--- src/rtl/tx_crc_frame_ctrl.sv ---
// tx_crc_frame_ctrl
//   Frames a 20-bit TX payload stream for the SerDes TX path. Each frame is
//   1..FRAME_WORDS payload words followed by one trailer word
//   {TRAILER_TAG, crc}. The CRC-10 itself lives in an external 20-bit
//   parallel engine; this block sequences it (clear, enable, data).
//
// Ports
//   clk, rst            clock, synchronous active-high reset
//   tx_en               permits a new frame to start (sampled at frame start only)
//   s_valid/s_ready     payload handshake, s_data word, s_last ends the frame
//   m_valid/m_ready     output handshake, m_data word, m_last marks the trailer
//   crc_en, crc_data    engine enable/data (combinational from the accept)
//   crc_clr_n           registered active-low engine clear
//   crc_in              engine result, registered inside the engine
//   frame_cnt           trailers emitted, wraps silently
module tx_crc_frame_ctrl #(
    parameter int         FRAME_WORDS = 16,
    parameter logic [9:0] TRAILER_TAG = 10'h3A5,
    parameter int         CNT_W       = 16
) (
    input  logic             clk,
    input  logic             rst,
    input  logic             tx_en,
    input  logic             s_valid,
    input  logic [19:0]      s_data,
    input  logic             s_last,
    output logic             s_ready,
    output logic             m_valid,
    output logic [19:0]      m_data,
    output logic             m_last,
    input  logic             m_ready,
    output logic             crc_en,
    output logic [19:0]      crc_data,
    output logic             crc_clr_n,
    input  logic [9:0]       crc_in,
    output logic [CNT_W-1:0] frame_cnt
);

    // wcnt only has to reach FRAME_WORDS-1; keep at least one bit.
    localparam int WCNT_W = (FRAME_WORDS > 1) ? $clog2(FRAME_WORDS) : 1;
    localparam logic [WCNT_W-1:0] WCNT_MAX = WCNT_W'(FRAME_WORDS - 1);

    typedef enum logic [1:0] {
        CLEAR   = 2'd0,
        PAYLOAD = 2'd1,
        TRAILER = 2'd2
    } state_t;

    state_t            state;
    logic [WCNT_W-1:0] wcnt;
    logic              slot_free;
    logic              accept;
    logic              frame_end;

    // Single output register: it can take a new word when empty or draining.
    assign slot_free = !m_valid || m_ready;

    // tx_en gates only the first word; once wcnt has moved the frame runs out.
    assign s_ready   = (state == PAYLOAD) && slot_free && ((wcnt != '0) || tx_en);
    assign accept    = s_valid && s_ready;
    assign frame_end = s_last || (wcnt == WCNT_MAX);

    // The engine sees every word; it only samples while crc_en is high.
    assign crc_en    = accept;
    assign crc_data  = s_data;

    always_ff @(posedge clk) begin
        if (rst) begin
            state     <= CLEAR;
            wcnt      <= '0;
            m_valid   <= 1'b0;
            m_last    <= 1'b0;
            m_data    <= '0;
            frame_cnt <= '0;
            crc_clr_n <= 1'b0;
        end else begin
            // Drain by default; a load below overrides.
            if (m_ready) m_valid <= 1'b0;

            case (state)
                CLEAR: begin
                    // One cycle with the engine held in clear.
                    crc_clr_n <= 1'b1;
                    state     <= PAYLOAD;
                end

                PAYLOAD: begin
                    if (accept) begin
                        m_data  <= s_data;
                        m_valid <= 1'b1;
                        m_last  <= 1'b0;
                        if (frame_end) begin
                            wcnt  <= '0;
                            state <= TRAILER;
                        end else begin
                            wcnt  <= wcnt + 1'b1;
                        end
                    end
                end

                TRAILER: begin
                    // crc_in already includes the last word (registered on
                    // its accept edge) and is frozen since crc_en is low.
                    if (slot_free) begin
                        m_data    <= {TRAILER_TAG, crc_in};
                        m_valid   <= 1'b1;
                        m_last    <= 1'b1;
                        frame_cnt <= frame_cnt + 1'b1;
                        crc_clr_n <= 1'b0;
                        state     <= CLEAR;
                    end
                end

                default: begin
                    crc_clr_n <= 1'b0;
                    state     <= CLEAR;
                end
            endcase
        end
    end

endmodule

--- config.mk ---
export PLATFORM = sky130hd
export DESIGN_NAME = tx_crc_frame_ctrl
export DESIGN_NICKNAME = d
export VERILOG_FILES = /design/src/rtl/tx_crc_frame_ctrl.sv
export SDC_FILE = /design/constraint.sdc
export NUM_CORES = 1
export LEC_CHECK = 0
export BUFFER_PORTS_ARGS = -buffer_cell sky130_fd_sc_hd__buf_4
export CAP_MARGIN = 20
export CORE_AREA = 8 8 82 84
export DETAILED_ROUTE_END_ITERATION = 7
export DIE_AREA = 0 0 90 92
export PLACE_DENSITY_LB_ADDON = 0.1
export SLEW_MARGIN = 15
export SYNTH_ARGS = -nofsm -noshare
export SYNTH_HDL_FRONTEND = slang
export SYNTH_SLANG_ARGS = --single-unit
--- constraint.sdc ---
create_clock -name clk -period 1.7 [get_ports clk]
set_clock_uncertainty 0.05 [all_clocks]
set_input_delay 0.255 -clock clk [delete_from_list [all_inputs] [get_ports clk]]
set_output_delay 0.255 -clock clk [all_outputs]
set_load 0.01 [all_outputs]
# Word-level counts from Yosys, hierarchy flattened
# Cells that the tools add are included.
[op_classes]
eq_ne = 6
reduce_logical = 15
bitwise_logic = 1
muxes = 17
n_addsub = 2
[op_table]
columns = ["cell", "n"]
rows = [
  ["2-to-1 mux 20 bit", 2],
  ["case mux 20 bit (2 select lines)", 1],
  ["adder 16 x 1 -> 16 bit, second input constant", 1],
  ["2-to-1 mux 1 bit", 6],
  ["2-to-1 mux 2 bit", 3],
  ["inequality test 2 bit, second input constant", 3],
  ["case mux 2 bit (3 select lines)", 1],
  ["AND reduction 2 bit", 3],
  ["AND reduction 3 bit", 2],
  ["adder 4 x 1 -> 4 bit, second input constant", 1],
  ["equality test 4 bit, second input constant", 1],
  ["2-to-1 mux 4 bit", 1],
  ["case mux 1 bit (2 select lines)", 2],
  ["nonzero test 4 bit", 1],
  ["logical AND 1 bit", 3],
  ["logical OR 1 bit", 3],
  ["case mux 1 bit (3 select lines)", 1],
  ["equality test 2 x 1 -> 1 bit, second input constant", 1],
  ["equality test 2 bit, second input constant", 1],
  ["zero test 2 bit", 1],
  ["nonzero test 2 bit", 1],
  ["zero test 1 bit", 1],
  ["inverter 1 bit", 1],
]
[totals]
register_bits = 45
inputBits = 36
out_inout_bits = 61

# Longest topological paths before layout
[depth]
ltp_word = 7
depth_mapped = 8
mapped_depth_nobuf = 7

# Least setup slack after synthesis
# No wires, ideal clock.
[synth_path]
kind = "register to register"
from = "reg wcnt[0]"
to = "reg m_data[3]"
setup_time_ns = 0.134
required_time_ns = 1.516
arrival_time_ns = 1.556
stages_incl_launch_ff = 9
path_slack_ns = -0.040
cell_sequence = "dfxtp_1 inv_1 ha_1 or4b_4 nand4_4 inv_6 buf_8 nor3_2 a211oi_1"
[synth_between]
elab_chain_cells = 6
[synth_rtl]
columns = ["element", "line", "text"]
rows = [
  ["start: declaration", "50", "logic [WCNT_W-1:0] wcnt;"],
  ["start signal: assignment", "96", "wcnt <= wcnt + 1'b1;"],
  ["nonzero test 4 bit", "59", "assign s_ready = (state == PAYLOAD) && slot_free && ((wcnt != '0) || tx_en);"],
  ["logical OR 1 bit", "59", ""],
  ["logical AND 1 bit", "59", ""],
  ["logical AND 1 bit", "60", "assign accept = s_valid && s_ready;"],
  ["via crc_en", "32", "output logic crc_en,"],
  ["inequality test 2 bit (no source line)", "--", ""],
  ["AND reduction 3 bit (no source line)", "--", ""],
  ["end signal: assignment", "89", "m_data <= s_data;"],
  ["end signal: assignment", "105", "m_data <= {TRAILER_TAG, crc_in};"],
  ["end: declaration", "29", "output logic [19:0] m_data,"],
]
# The timed path passes the listed nets, and every way through them passes these cells.
# A chain may end at the register's enable or synchronous reset.

# Final worst setup path
[layout_path]
from = "reg wcnt[1]"
to = "out s_ready"
[layout_between]
elab_chain_cells = 3
[layout_rtl]
columns = ["element", "line", "text"]
rows = [
  ["nonzero test 4 bit", "59", ""],
  ["logical OR 1 bit", "59", ""],
  ["logical AND 1 bit", "59", ""],
  ["end: declaration", "27", "output logic s_ready,"],
]
# No other way between the ends.

==> flow_summary_export.csv <==
group,metric,value,unit
setup_path,r2r-end,"m_data[15]",
route,routed-wl-met3,500,microns
yosys,yosys_warnings,0,
die,dieWidth,90,microns
yosys,seq_area_frac_synth,39.4,%
setup_path,crit_path_max_fanout,3,
power,worst_ir_drop_vdd,0.000654,V
yosys,synth_fp_nets,300,
route,drcViolationCount,0,
setup_path,r2r_cells,8,
global_route,antenna_found_initial,0,
worst_hold_path,min_from,"s_data[13]",
setup_path,end_kind,"output pin",
clock_network,cts.path.max_buffers,2,
yosys,synth_edf_count,0,
power,p_leak,0.00142,uW
die,rows,27,
setup_path,rr_startpoint,"wcnt[1]",
cells_and_area,utilization,63.1,%
placement,dpl_cell_area,3050,sq um
power,clock_power_share,17.8,%
setup_path,cpPeakStageDelay,0.48,ns
yosys,synthFlopType,"dfxtp_1",
timing,setup_viol,13,
route,drt_iter0_drc,71,
yosys,synthCells,257,
die,core-area,5410,sq um
global_route,grt_pass1_vias,2162,
clock_network,cts.clk_slew.worst_paths,0.08,ns
route,drt-total-wl,6170,microns
cells_and_area,antenna_cells,0,
timing,rsz0062_at_grt,"true",
route,maxUsedRoutingLayer,"met4",
clock_network,clkSinkCount,45,
yosys,synthesis.area,2290,sq um
power,p_int,2390,uW
timing,finalHoldViolCount,0,
die,die-area,8280,sq um
timing,post-route-period-util,110,%
route,drt-met1-wl,2660,microns
die,io_pins,97,
global_route,grt_start_max_net_pins,34,
route,routed-via-count,2198,
power,p_switching,1320,uW
job,cap_viol_max_count,0,
clock_network,cts-root-buf,"clkbuf_8",
yosys,post_synth_num_cell_types,42,
cells_and_area,final_nets,398,
global_route,grt.total_usage,14.5,%
power,pwr-share-comb,44.0,%
setup_path,ff2ff_setup_slack,-0.10,ns
timing,timing.hold.ws,0.188,ns
timing,drv_slew,0,
placement,place.gp.congestion,0.742,
die,start_util,42.3,%
worst_hold_path,hold-path-endpoint,"m_data[13]",
placement,post-place-ws,-0.0800,ns
timing,timing.fmax,533,MHz
placement,numPortBuffers,96,
cells_and_area,syn2layout_area_growth,49.2,%
clock_network,cts-buffers-inserted,5,
timing,period_needed,1.88,ns
setup_path,crit_family,"simple AND/OR/NAND/NOR gates",
clock_network,cts.hold.buffers_added,0,
timing,relSlewSlack,75.9,%
setup_path,path_cells,"inv_2 -> ha_4 -> or4b_4 -> and3_4 -> buf_6",
cells_and_area,final_layout_size_suffix_gt1_share,49.7,%
setup_path,cp_slowest_cell,"or4b_4",
power,switching_share,35.5,%
timing,layout_setup_ws,-0.177,ns
worst_hold_path,holdPathStages,3,
outcome,outcome,"finished with violations",
global_route,grt_pass1_wl,10200,microns
timing,worst_pin_slew,0.362,ns
clock_network,cts_tree,"built",
clock_network,h-tree-depth,2,
placement,dp.final_hpwl,4630,microns
setup_path,startpoint_type,"register",
setup_path,path_buf_inv,2,
route,avgViaCountPerCell,5.14,
yosys,synth-seq-cells,45,
die,die_h,92,microns
setup_path,cp.arrival,1.57,ns
cells_and_area,postLayoutCellArea,3410,sq um
global_route,grt-ovfl-total,0,
worst_hold_path,hold_class,"input port to register",
power,fin_total_pwr,3710,uW
power,power.density,1090,nW/um^2
power,pwr-share-seq,38.1,%
yosys,synth_area_per_cell,8.90,sq um
route,wl_met2,2940,microns
route,wl_per_cell,14.4,microns
setup_path,crit_type,"register to output pin",
setup_path,cp.required,1.39,ns
yosys,synthArstFlopShare,0,%
route,ant_nets,0,
clock_network,insertion_delay,0.30,ns
outcome,violations,"setup timing",
route,dr.pass1.iters,4,
setup_path,crit_start,"wcnt[1]",
cells in the final DEF (no fill, tap or decap), types with 5 or more instances in the layout:
cell type  Yosys  routed
buf_6          1       6
mux2i_1       13      13
dfxtp_1       45      40
a211oi_2       1       7
nand4_1        6       6
a211oi_1      15       9
clkbuf_8       0       5
nand2b_1       5       5
a21oi_1       19      17
inv_1         12       9
nand2_1        8       8
nand3_1       17      17
or3_1          8       6
buf_4         21     117
nor3_4         0       6
o21ai_0        9       9
nor3_1        15       7
nor2_1        10      10
xor2_1         6       6
per-layer routing:
layer,vias to the layer above,track usage [%]
met2,65,24.0
li1,1100,-
met3,9,6.11
met5,-,0
met1,1024,16.9
met4,0,3.74
cell usage after synthesis (2+ instances only):
cell	instances	share of area, %
dfxtp_1	45	39
buf_4	21	6.9
a21oi_1	19	4.2
nand3_1	17	3.7
a211oi_1	15	4.9
nor3_1	15	3.3
mux2i_1	13	5.7
inv_1	12	2.0
nor2_1	10	1.6
o21ai_0	9	2.0
nand2_1	8	1.3
or3_1	8	2.2
clkbuf_1	7	1.1
ha_1	7	3.8
nand4_1	6	1.6
xor2_1	6	2.3
nand2b_1	5	1.4
and3_1	4	1.1
a31oi_1	2	0.55
and2_1	2	0.55
and4_1	2	0.77
buf_2	2	0.44
nor3_2	2	0.88
or4_1	2	0.66
registers in the layout, summed over array words and instances, names as in the netlist:
signal	cells
m_data	20
wcnt	4
m_last	1
state	2
m_valid	1
frame_cnt	16
crc_clr_n	1
through the flow:
stage	TNS (ns)	std cells
floorplan	-0.00910	257
detailed placement	-0.259	414
finish	-0.933	428
CTS	-0.994	427
global placement	-0.115	414
global route	-2.88	428
cell families after synthesis:
| family | Yosys count | synth area share, % |
|---|---|---|
| mux | 13 | 5.69 |
| fa+ha+maj | 7 | 3.83 |
| buf+inv | 47 | 12.3 |
| xor+xnor | 7 | 2.68 |
| simple gates | 88 | 22.6 |
| flops | 45 | 39.4 |
| compound gates | 50 | 13.5 |
power groups by stage:
stage,sequential (uW),combinational [uW],clock [uW]
floorplan,1450,719,0
global placement,1380,1340,0
detailed placement,1380,1350,0
CTS,1380,1560,687
global route,1440,1800,724
finish,1410,1630,662
final cells by class:
class	instances	area (sq um)
Fill cell	487	1990
Inverter	14	62.6
Multi-Input combinational cell	165	1300
Clock inverter	3	17.5
Timing Repair Buffer	124	966
Tap cell	72	90.1
Sequential cell	45	910
Clock buffer	5	68.8
worst register-to-register path, cell delays in order (launching register included):
cell      delay [ns]
dfxtp_2         0.33
inv_2           0.07
ha_4            0.11
or4b_4          0.48
nand4_4         0.13
buf_6           0.17
buf_6           0.13
nor3_1          0.05
a211oi_1        0.22
timing repair:
item | in CTS | in global routing
endpoints found under the setup margin | 24 | 37
buffers inserted | 4 | 2
gates cloned | 1 | 0
pin swaps | 7 | 6
resized for setup | 35 | 19
hold endpoints to repair | 0 | 0
worst max-delay path by stage:
stage,cells after the start,endpoint
final,5,s_ready
after CTS,5,s_ready
after floorplan,8,m_data[3]
after global routing,6,crc_en
after detailed placement,7,m_data[17]
after global placement,7,m_data[17]
Note: power is estimated with default switching activity, not from simulation.
